[config.mk]
export PLATFORM = sky130hd
export DESIGN_NAME = ddr2_ui_bridge
export DESIGN_NICKNAME = d
export VERILOG_FILES = /design/src/rtl/ddr2_ui_pkg.sv /design/src/rtl/ddr2_line_cache.sv /design/src/rtl/ddr2_ui_bridge.sv
export SDC_FILE = /design/constraint.sdc
export NUM_CORES = 1
export LEC_CHECK = 0
export ABC_AREA = 1
export CORE_AREA = 4 4 156 158
export CTS_CLUSTER_DIAMETER = 200
export DETAILED_ROUTE_END_ITERATION = 6
export DIE_AREA = 0 0 160 162
export HOLD_SLACK_MARGIN = 0.03
export PLACE_DENSITY = 0.67
export SETUP_SLACK_MARGIN = 0.5
export SLEW_MARGIN = 20
export SYNTH_ARGS = -nofsm -noshare
export SYNTH_HDL_FRONTEND = slang
export SYNTH_SLANG_ARGS = --single-unit
[constraint.sdc]
create_clock -name clock -period 1.6 [get_ports clock]
set_clock_uncertainty 0.15 [all_clocks]
set_input_delay 0.32 -clock clock [delete_from_list [all_inputs] [get_ports clock]]
set_output_delay 0.32 -clock clock [all_outputs]
set_load 0.005 [all_outputs]
[src/rtl/ddr2_ui_pkg.sv]
// ddr2_ui_pkg: shared types and constants for the DDR2 request-port to MIG UI bridge.
//   state_t       bridge FSM states
//   CMD_WRITE/READ MIG app_cmd encodings
//   LINE_W/BYTES  MIG UI line geometry (128-bit, 16 bytes)
//   TIMEOUT_DATA  word returned when a read times out
//   lane_mask()   write byte mask selecting one 32-bit word of the line
package ddr2_ui_pkg;

    typedef enum logic [2:0] {IDLE, WR, RD, RWAIT, DONE} state_t;

    localparam logic [2:0]  CMD_WRITE    = 3'b000;
    localparam logic [2:0]  CMD_READ     = 3'b001;
    localparam int          LINE_W       = 128;
    localparam int          LINE_BYTES   = 16;
    localparam logic [31:0] TIMEOUT_DATA = 32'hDEADBEEF;

    // 1 = byte not written; only the four bytes of word k are enabled.
    function automatic logic [LINE_BYTES-1:0] lane_mask(input logic [1:0] k);
        return ~(16'h000F << {k, 2'b00});
    endfunction

endpackage

[src/rtl/ddr2_line_cache.sv]
// ddr2_line_cache: single-line read cache for ddr2_ui_bridge (used only when
// DDR2_LINE_CACHE_EN is defined).
//   clock, reset            UI clock, synchronous active-high reset (clears valid)
//   lookup_tag, hit, line   combinational hit against the stored tag; stored line
//   fill_en/tag/line        load a whole line returned by MIG
//   wr_en/tag/data/mask     write-through merge of unmasked bytes on a tag match
import ddr2_ui_pkg::*;

module ddr2_line_cache (
    input  logic                  clock,
    input  logic                  reset,
    input  logic [27:0]           lookup_tag,
    output logic                  hit,
    output logic [LINE_W-1:0]     line,
    input  logic                  fill_en,
    input  logic [27:0]           fill_tag,
    input  logic [LINE_W-1:0]     fill_line,
    input  logic                  wr_en,
    input  logic [27:0]           wr_tag,
    input  logic [LINE_W-1:0]     wr_data,
    input  logic [LINE_BYTES-1:0] wr_mask
);

    logic [27:0] tag;
    logic        valid;

    assign hit = valid && (tag == lookup_tag);

    // Fill and write never coincide: the bridge has one transaction in flight.
    always_ff @(posedge clock) begin
        if (reset) begin
            valid <= 1'b0;
            tag   <= '0;
            line  <= '0;
        end else if (fill_en) begin
            valid <= 1'b1;
            tag   <= fill_tag;
            line  <= fill_line;
        end else if (wr_en && valid && (tag == wr_tag)) begin
            for (int i = 0; i < LINE_BYTES; i++)
                if (!wr_mask[i]) line[8*i +: 8] <= wr_data[8*i +: 8];
        end
    end

endmodule

[src/rtl/ddr2_ui_bridge.sv]
// ddr2_ui_bridge: converts single-word stall-handshaked DDR2 port requests into
// MIG UI transactions on 128-bit lines. Runs entirely in the UI clock domain.
//   clock, reset                 UI clock, synchronous active-high reset
//   ddr2_en/we/addr/wd           request (held stable while ddr2_stall=1)
//   ddr2_stall, ddr2_rd          completion handshake and read data
//   init_calib_complete          requests wait in IDLE until calibration is done
//   app_*                        MIG UI command / write-data / read-data ports
//   rd_timeout_err               sticky read timeout flag (RD_TIMEOUT>0 only)
// Optional: define DDR2_LINE_CACHE_EN to add a one-line write-through read cache.
import ddr2_ui_pkg::*;

module ddr2_ui_bridge #(
    parameter int APP_ADDR_W = 27,
    parameter int RD_TIMEOUT = 0
) (
    input  logic                  clock,
    input  logic                  reset,
    input  logic                  ddr2_en,
    input  logic                  ddr2_we,
    input  logic [31:0]           ddr2_addr,
    input  logic [31:0]           ddr2_wd,
    output logic                  ddr2_stall,
    output logic [31:0]           ddr2_rd,
    input  logic                  init_calib_complete,
    output logic [APP_ADDR_W-1:0] app_addr,
    output logic [2:0]            app_cmd,
    output logic                  app_en,
    input  logic                  app_rdy,
    output logic [LINE_W-1:0]     app_wdf_data,
    output logic [LINE_BYTES-1:0] app_wdf_mask,
    output logic                  app_wdf_wren,
    output logic                  app_wdf_end,
    input  logic                  app_wdf_rdy,
    input  logic [LINE_W-1:0]     app_rd_data,
    input  logic                  app_rd_data_valid,
    output logic                  rd_timeout_err
);

    localparam logic [31:0] TMO_LAST = 32'(RD_TIMEOUT - 1);

    state_t            state;
    logic [31:0]       req_addr;
    logic              cmd_done, wd_done;
    logic [31:0]       rd_cnt;
    logic              cmd_ok, data_ok, wr_complete, rd_fill;
    logic              cache_hit;
    logic [LINE_W-1:0] cache_line;
    logic              unused_bits;

    // Combinational so the board sees stall in the request cycle itself.
    assign ddr2_stall  = ddr2_en && (state != DONE);
    assign app_wdf_end = app_wdf_wren;

    // A handshake counts as done if it completed earlier or completes this cycle.
    assign cmd_ok      = cmd_done || (app_en && app_rdy);
    assign data_ok     = wd_done || (app_wdf_wren && app_wdf_rdy);
    assign wr_complete = (state == WR) && cmd_ok && data_ok;
    assign rd_fill     = (state == RWAIT) && app_rd_data_valid;

`ifdef DDR2_LINE_CACHE_EN
    ddr2_line_cache u_cache (
        .clock      (clock),
        .reset      (reset),
        .lookup_tag (ddr2_addr[31:4]),
        .hit        (cache_hit),
        .line       (cache_line),
        .fill_en    (rd_fill),
        .fill_tag   (req_addr[31:4]),
        .fill_line  (app_rd_data),
        .wr_en      (wr_complete),
        .wr_tag     (req_addr[31:4]),
        .wr_data    (app_wdf_data),
        .wr_mask    (app_wdf_mask)
    );
`else
    assign cache_hit  = 1'b0;
    assign cache_line = '0;
`endif

    // Address bits outside the line index are only consumed by the cache.
    assign unused_bits = ^{ddr2_addr, req_addr, cache_line, rd_fill};

    always_ff @(posedge clock) begin
        if (reset) begin
            state          <= IDLE;
            req_addr       <= '0;
            app_addr       <= '0;
            app_cmd        <= CMD_WRITE;
            app_en         <= 1'b0;
            app_wdf_data   <= '0;
            app_wdf_mask   <= '1;
            app_wdf_wren   <= 1'b0;
            cmd_done       <= 1'b0;
            wd_done        <= 1'b0;
            rd_cnt         <= '0;
            ddr2_rd        <= '0;
            rd_timeout_err <= 1'b0;
        end else begin
            case (state)
                IDLE: if (ddr2_en && init_calib_complete) begin
                    req_addr     <= ddr2_addr;
                    app_addr     <= {ddr2_addr[APP_ADDR_W-1:4], 4'b0000};
                    app_wdf_data <= {4{ddr2_wd}};
                    app_wdf_mask <= lane_mask(ddr2_addr[3:2]);
                    cmd_done     <= 1'b0;
                    wd_done      <= 1'b0;
                    rd_cnt       <= '0;
                    if (ddr2_we) begin
                        app_cmd      <= CMD_WRITE;
                        app_en       <= 1'b1;
                        app_wdf_wren <= 1'b1;
                        state        <= WR;
                    end else if (cache_hit) begin
                        ddr2_rd <= cache_line[{ddr2_addr[3:2], 5'b0} +: 32];
                        state   <= DONE;
                    end else begin
                        app_cmd <= CMD_READ;
                        app_en  <= 1'b1;
                        state   <= RD;
                    end
                end
                WR: begin
                    if (app_en && app_rdy) begin
                        app_en   <= 1'b0;
                        cmd_done <= 1'b1;
                    end
                    if (app_wdf_wren && app_wdf_rdy) begin
                        app_wdf_wren <= 1'b0;
                        wd_done      <= 1'b1;
                    end
                    if (wr_complete) state <= DONE;
                end
                RD: if (app_rdy) begin
                    app_en <= 1'b0;
                    state  <= RWAIT;
                end
                RWAIT: begin
                    if (app_rd_data_valid) begin
                        ddr2_rd <= app_rd_data[{req_addr[3:2], 5'b0} +: 32];
                        state   <= DONE;
                    end else if (RD_TIMEOUT != 0 && rd_cnt == TMO_LAST) begin
                        rd_timeout_err <= 1'b1;
                        ddr2_rd        <= TIMEOUT_DATA;
                        state          <= DONE;
                    end else begin
                        rd_cnt <= rd_cnt + 32'd1;
                    end
                end
                DONE:    state <= IDLE;
                default: state <= IDLE;
            endcase
        end
    end

endmodule

==> out/qor.csv, run 1 <==
stage,metric,value,unit
floorplan,core_area,23120,um2
pwr,p_leak,4.895,nW
cells_and_area,final_nets,1367,
yosys,synth_top_area_share,37.65,%
worst_setup_path,critPathTopFamily,buffers and inverters,
yosys,synth_cells,776,
drt,drt_pass1_iterations,4,
timing,whs,0.3012,ns
yosys,synth_warnings,0,
cells_and_area,final_util,49.31,%
yosys,yosysSeqAreaShare,37.65,%
yosys,synth_area_per_cell,6.920,um2
grt,antenna_found_initial,0,
worst_setup_path,cp_cell_sequence,"buf_6, nor2_4, nand4_4, clkinv_4, clkbuf_16, buf_12, nand2_1, a21oi_1",
timing,fin_tns_setup,0,ns
hold_path,worstHoldStart,app_rd_data_valid,
drt,wirelength,25250,um
grt,grt_pass1_wl,33420,um
clocking,cts_made_buffers,9,
drt,routedWlPerCell,17.27,um
placement,numPlacedInstances,1330,
timing,period_share,96.98,%
placement,place_ws,-0.3581,ns
worst_setup_path,path_class,reg2reg,
clocking,clkSinkCount,101,
floorplan,pin_count,411,
yosys,ys_ff_latch,101,
floorplan,dieArea,25920,um2
cells_and_area,area_growth,112.3,%
grt,overflow,0,
pwr,power,10.70,mW
placement,dp_hpwl,15980,um
timing,max_freq,644.4,MHz
clocking,clk_path_buf_depth,2,
worst_setup_path,crit_path_start,state[0]$_SDFFE_PP0P_,
worst_setup_path,crit_required,1.72,ns
timing,hold_viol,0,
worst_setup_path,crit_fanout,8,
cells_and_area,final_area,11400,um2
floorplan,start_util,23.23,%
yosys,ys_top_cells_by_area,"dfxtp_1, buf_4, nor2_1, nand2_1, o21ai_0",
worst_setup_path,critPathLaunchType,register,
placement,portBuffers,396,
cells_and_area,drive_gt1_share,46.08,%
clocking,insertion_delay,0.36,ns
cells_and_area,layout_common_cells,"buf_6, clkdlybuf4s50_1, nor2_1",
drt,dr.first_iter.drc_count,218,
floorplan,num_rows,56,
pwr,vdd_drop_max,0.4202,mV
clocking,ctsHoldBuffers,0,
clocking,cts_root_buf,clkbuf_16,
hold_path,hp-class,in2reg,
drt,drc_errors,0,
pwr,p_per_area,938.9,nW/um2
worst_setup_path,cp_data_arrival_time,1.67,ns
worst_setup_path,endpoint_kind,register,
timing,setup_viol,0,
yosys,synth_top_area_cell,dfxtp_1,
drt,vias,6478,
timing,setup_slack,0.04824,ns
clocking,clk_pin_slew,0.08,ns
job,cap_violations,0,
worst_setup_path,crit_path_max_incr_delay,0.34,ns
worst_setup_path,r2r-start,state[0]$_SDFFE_PP0P_,
placement,routabilityCongestion,0.7504,
cells_and_area,n_antenna_cell,0,
worst_setup_path,cp_slowest_cell,dfxtp_2,
cells_and_area,final_common_cell,buf_6,
placement,place_area,8981,um2
cells_and_area,final_cells,1462,
floorplan,die_h,162,um
yosys,synth_cell_types,22,
status,status,"complete, no violations",
grt,grt_pass1_vias,6190,
timing,drv_slew,0,
clocking,htree_levels,3,
timing,rsz0062_at_grt,yes,
worst_setup_path,critPathBufInv,4,
clocking,tritoncts,yes,
grt,grt_use_total,16.16,%
drt,vias_per_cell,4.431,
yosys,syn_area,5370,um2
timing,fin_crit,1.552,ns
floorplan,dieWidth,160,um
drt,ant_nets,0,
grt,grt_max_degree,65,
layer usage:
layer / vias to the layer above / share of wire [%] / track usage (%)
met4: 0 / 2.0 / 4.067
met3: 30 / 8.3 / 5.506
li1: 3201 / - / -
met5: - / 0 / 0
met2: 302 / 54 / 31.18
met1: 2945 / 36 / 16.72
synthesized netlist by cell type:
cell      number
inv_2          2
buf_2         15
nor2_4         1
nor3_4         1
a31oi_1       33
o22ai_1        1
o21ai_1        8
o21ai_0       90
buf_4        119
buf_6          1
a21oi_1       65
nand4_4        1
nor3_1         2
conb_1         1
nor4_1         1
buf_1          2
nor2_1       141
nand2_1      139
clkbuf_1      29
inv_1         15
dfxtp_1      101
nand3_1        8
state kept, by name (all words and copies together) (netlist names):
register      flops
app_en            1
ddr2_rd          32
cmd_done          1
wd_done           1
app_wdf_mask      4
app_wdf_data     32
app_addr         23
app_wdf_end       1
state             3
req_addr          2
app_cmd           1
cell families after synthesis:
family | count (synthesis) | synth area share [%]
buffers and inverters | 183 | 21.60
flip-flops | 101 | 37.65
AND/OR/NAND/NOR | 294 | 21.53
AO/OA/AOI/OAI | 197 | 19.15
other | 1 | 0.06983
worst reg2reg max path, cell delays in order (launching register included):
cell	delay, ns
dfxtp_2	0.34
buf_6	0.11
nor2_4	0.11
nand4_4	0.15
clkinv_4	0.12
clkbuf_16	0.17
buf_12	0.13
nand2_1	0.06
a21oi_1	0.14
timing repair:
item	4_1_cts	5_1_grt
resized for setup	925	340
pin swaps	2	23
endpoints found under the setup margin	305	305
gates cloned	3	10
buffers inserted	79	24
final timing paths:
| kind | endpoint | slack, ns | cells after the start |
|---|---|---|---|
| setup / recovery | app_addr[26]$_SDFFE_PP0P_ | 0.05 | 8 |
| hold / removal | state[1]$_SDFFE_PP0P_ | 0.30 | 6 |
| setup reg to reg | app_addr[26]$_SDFFE_PP0P_ | 0.05 | 8 |
| hold reg to reg | wd_done$_SDFFE_PP0P_ | 0.31 | 2 |
final cells by class:
cell class	count	area (um2)
repair buffers	540	5858
flip-flops and latches	101	2228
clock inverters	7	66.31
clock buffers	9	225.2
multi-input cells	498	2591
well taps	290	362.8
fillers	2159	11720
inverters	17	68.82
power breakdown:
group          internal [mW]  switching (mW)  leakage (nW)
Sequential              2.92           0.343         0.872
Combinational           3.03            2.19          3.89
Clock                   1.10            1.12         0.138
Total                   7.05            3.65          4.89
(Power assumes the default switching activity.)
==> run 2, diff against run 1 <==
ABC_AREA = unset   (was 1)
CORE_AREA = 4 4 160 162   (was 4 4 156 158)
DIE_AREA = 0 0 164 166   (was 0 0 160 162)
PLACE_DENSITY = 0.65   (was 0.67)
REMOVE_ABC_BUFFERS = 1   (was unset)
==> out/qor.csv, run 2 <==
stage,metric,value,unit,change
status,status,"complete, but fails checks",,
status,violations,negative setup slack,,
grt,grt_max_degree,61,,-6.2%
placement,dp_hpwl,16360,um,+2.4%
timing,period_share,101.6,%,+4.6 points
drt,dr.first_iter.drc_count,201,,-7.8%
job,cap_violations,0,,unchanged
yosys,synth_top_area_share,36.69,%,-0.97 points
yosys,synth_most_common_cell,buf_4,,
clocking,insertion_delay,0.35,ns,about the same
cells_and_area,final_common_cell,buf_6,,
grt,grt_pass1_vias,5824,,-5.9%
clocking,ctsHoldBuffers,0,,unchanged
timing,fin_crit,1.625,ns,+0.07349 ns
cells_and_area,drive_gt1_share,60.44,%,+14 points
pwr,p_per_area,631.2,nW/um2,-33%
floorplan,pin_count,411,,unchanged
cells_and_area,area_growth,114.1,%,
pwr,vdd_drop_max,0.3678,mV,-12%
yosys,synth_top_area_cell,dfxtp_1,,
worst_setup_path,critPathLaunchType,register,,
floorplan,dieArea,27220,um2,+5.0%
yosys,synth_cell_types,40,,+82%
drt,vias_per_cell,4.559,,+2.9%
grt,antenna_found_initial,2,,+2
worst_setup_path,cp_data_arrival_time,1.74,ns,+0.07 ns
floorplan,dieWidth,164,um,+2.5%
clocking,clk_path_buf_depth,2,,unchanged
placement,portBuffers,396,,unchanged
floorplan,start_util,22.86,%,-0.36 points
yosys,yosysSeqAreaShare,36.69,%,-0.97 points
worst_setup_path,endpoint_kind,register,,
placement,routabilityCongestion,0.7513,,+0.12%
timing,worstMarginPinSlew,0.5347,ns,
drt,drc_errors,0,,unchanged
worst_setup_path,crit_path_max_incr_delay,0.35,ns,about the same
clocking,cts_made_buffers,9,,unchanged
clocking,tritoncts,yes,,
yosys,syn_area,5512,um2,+2.6%
floorplan,num_rows,57,,+1.8%
clocking,clkSinkCount,101,,unchanged
grt,overflow,0,,unchanged
worst_setup_path,crit_required,1.72,ns,about the same
cells_and_area,final_nets,1202,,-12%
yosys,ys_async_sr_fraction,0,%,unchanged
cells_and_area,top_regs,"app_wdf_data (32), ddr2_rd (32), app_addr (23)",,
grt,grt_use_total,15.50,%,-0.67 points
yosys,synthAdderAreaFrac,0,%,unchanged
drt,vias,6072,,-6.3%
yosys,synth_area_per_cell,8.776,um2,+27%
drt,wirelength,26070,um,+3.2%
yosys,synth_ff_type,dfxtp_1,,
cells_and_area,final_util,48.96,%,-0.35 points
clocking,htree_levels,3,,unchanged
cells_and_area,nFillCells,2231,,+3.3%
yosys,synth_top_family_by_area,buffers and inverters,,
drt,routedWlPerCell,19.57,um,+13%
clocking,cts_root_buf,clkbuf_16,,
timing,setup_viol,1,,+1
floorplan,core_area,24110,um2,+4.3%
worst_setup_path,cp_cell_sequence,"buf_6, and3b_2, buf_12, clkbuf_16, nand3_2, a21oi_1",,
cells_and_area,multi_input_area,3019,um2,+17%
timing,drv_slew,0,,unchanged
drt,ant_nets,0,,unchanged
pwr,p_leak,4.581,nW,-6.4%
worst_setup_path,path_class,reg2reg,,
yosys,synthTopCellsByCount,"buf_4, dfxtp_1, a21oi_1, nand2_1, nand3_1",,
timing,hold_viol,0,,unchanged
yosys,synthMuxAreaShare,13.08,%,+13 points
timing,setup_slack,-0.02525,ns,-0.07349 ns
clocking,clk_pin_slew,0.08,ns,about the same
yosys,ys_ff_latch,101,,unchanged
drt,drt_pass1_iterations,4,,unchanged
timing,slew_headroom,64.35,%,
timing,whs,0.2762,ns,-0.02503 ns
yosys,ys_top_cells_by_area,"dfxtp_1, buf_4, mux4_2, a21oi_1, nand3_1",,
yosys,synth-simple-area-share,12.94,%,-8.6 points
yosys,synth_cells,628,,-19%
grt,grt_pass1_wl,33290,um,-0.41%
yosys,synth_warnings,0,,unchanged
timing,max_freq,615.3,MHz,-4.5%
timing,rsz0062_at_grt,yes,,
yosys,synth_compound_area_share,16.39,%,-2.8 points
worst_setup_path,cp_slowest_cell,and3b_2,,
cells_and_area,layout_common_cells,"buf_6, clkdlybuf4s50_1, dfxtp_2",,
yosys,synth_edf_count,0,,unchanged
worst_setup_path,crit_fanout,8,,unchanged
floorplan,die_h,166,um,+2.5%
cells_and_area,register_area,2226,um2,-0.11%
hold_path,hp-class,in2reg,,
yosys,synthXorXnorAreaFrac,0,%,unchanged
==> run 2: cell families after synthesis <==
family | after synthesis
buffers and inverters | 175
and+or+nand+nor | 149
AOI/OAI and AO/OA | 170
DFF | 101
muxes | 32
other | 1
==> run 2: metrics by stage <==
| step | area [um2] | std cells | total power, mW | worst slack, ns | setup TNS [ns] |
|---|---|---|---|---|---|
| 5_1_grt | 11800 | 1332 | 7.795 | -0.08641 | -0.5752 |
| 3_3_place_gp | 9231 | 1223 | 4.512 | -0.3642 | -21.10 |
| 2_1_floorplan | 4397 | 462 | 3.236 | -1.660 | -120.84 |
| 3_5_place_dp | 9231 | 1223 | 4.539 | -0.3764 | -22.54 |
| 6_report | 11800 | 1332 | 7.448 | -0.02525 | -0.02525 |
| 4_1_cts | 10160 | 1295 | 7.020 | 0.009706 | 0 |
==> run 2: what timing repair did <==
item,4_1_cts,5_1_grt
buffers inserted,54,21
cloned,3,14
endpoints found under the setup margin,305,305
resized for setup,918,462
pin swaps,0,90
==> run 2: area by class of cell <==
| type | instances | area share, % |
|---|---|---|
| repair buffers | 528 | 49.47 |
| multi-input cells | 359 | 25.58 |
| flip-flops and latches | 101 | 18.86 |
| well taps | 324 | 3.435 |
| clock buffers | 9 | 1.908 |
| clock inverters | 6 | 0.6043 |
| inverters | 3 | 0.09542 |
| diodes | 2 | 0.04241 |
==> run 2: path summary, 6_finish.rpt <==
kind | start | endpoint | slack, ns | cells past startpoint
worst max-delay path | state[1]$_SDFFE_PP0P_ | app_wdf_data[118]$_SDFFE_PP0P_ | -0.03 | 6
worst min register to register | ddr2_rd[24]$_SDFFE_PP0P_ | ddr2_rd[24]$_SDFFE_PP0P_ | 0.30 | 2
worst min-delay path | reset | app_wdf_end$_SDFFE_PP0P_ | 0.28 | 2
worst max register to register | state[1]$_SDFFE_PP0P_ | app_wdf_data[118]$_SDFFE_PP0P_ | -0.03 | 6
==> run 2: critical path: cells and delay by family, from the launching register on <==
| kind | cells | cell delay, ns |
|---|---|---|
| AND/OR/NAND/NOR | 2 | 0.41 |
| AO/OA/AOI/OAI | 1 | 0.18 |
| buffers and inverters | 3 | 0.48 |
| flip-flops | 1 | 0.33 |
==> run 2: power by group <==
part	total (mW)	switching (mW)	internal, mW	leakage [nW]
sequential	2.72	0.121	2.60	0.872
combinational	2.43	0.912	1.52	3.57
clock	2.29	1.06	1.23	0.144
==> run 2: metal layers <==
metal | part of all wire [%] | GRT usage [%] | routed length [um] | vias to the layer above
met4 | 1.9 | 4.085 | 501 | 0
li1 | - | - | - | 2854
met5 | 0 | 0 | 0 | -
met2 | 55 | 29.73 | 14260 | 300
met1 | 35 | 16.40 | 9050 | 2884
met3 | 8.6 | 4.269 | 2254 | 34
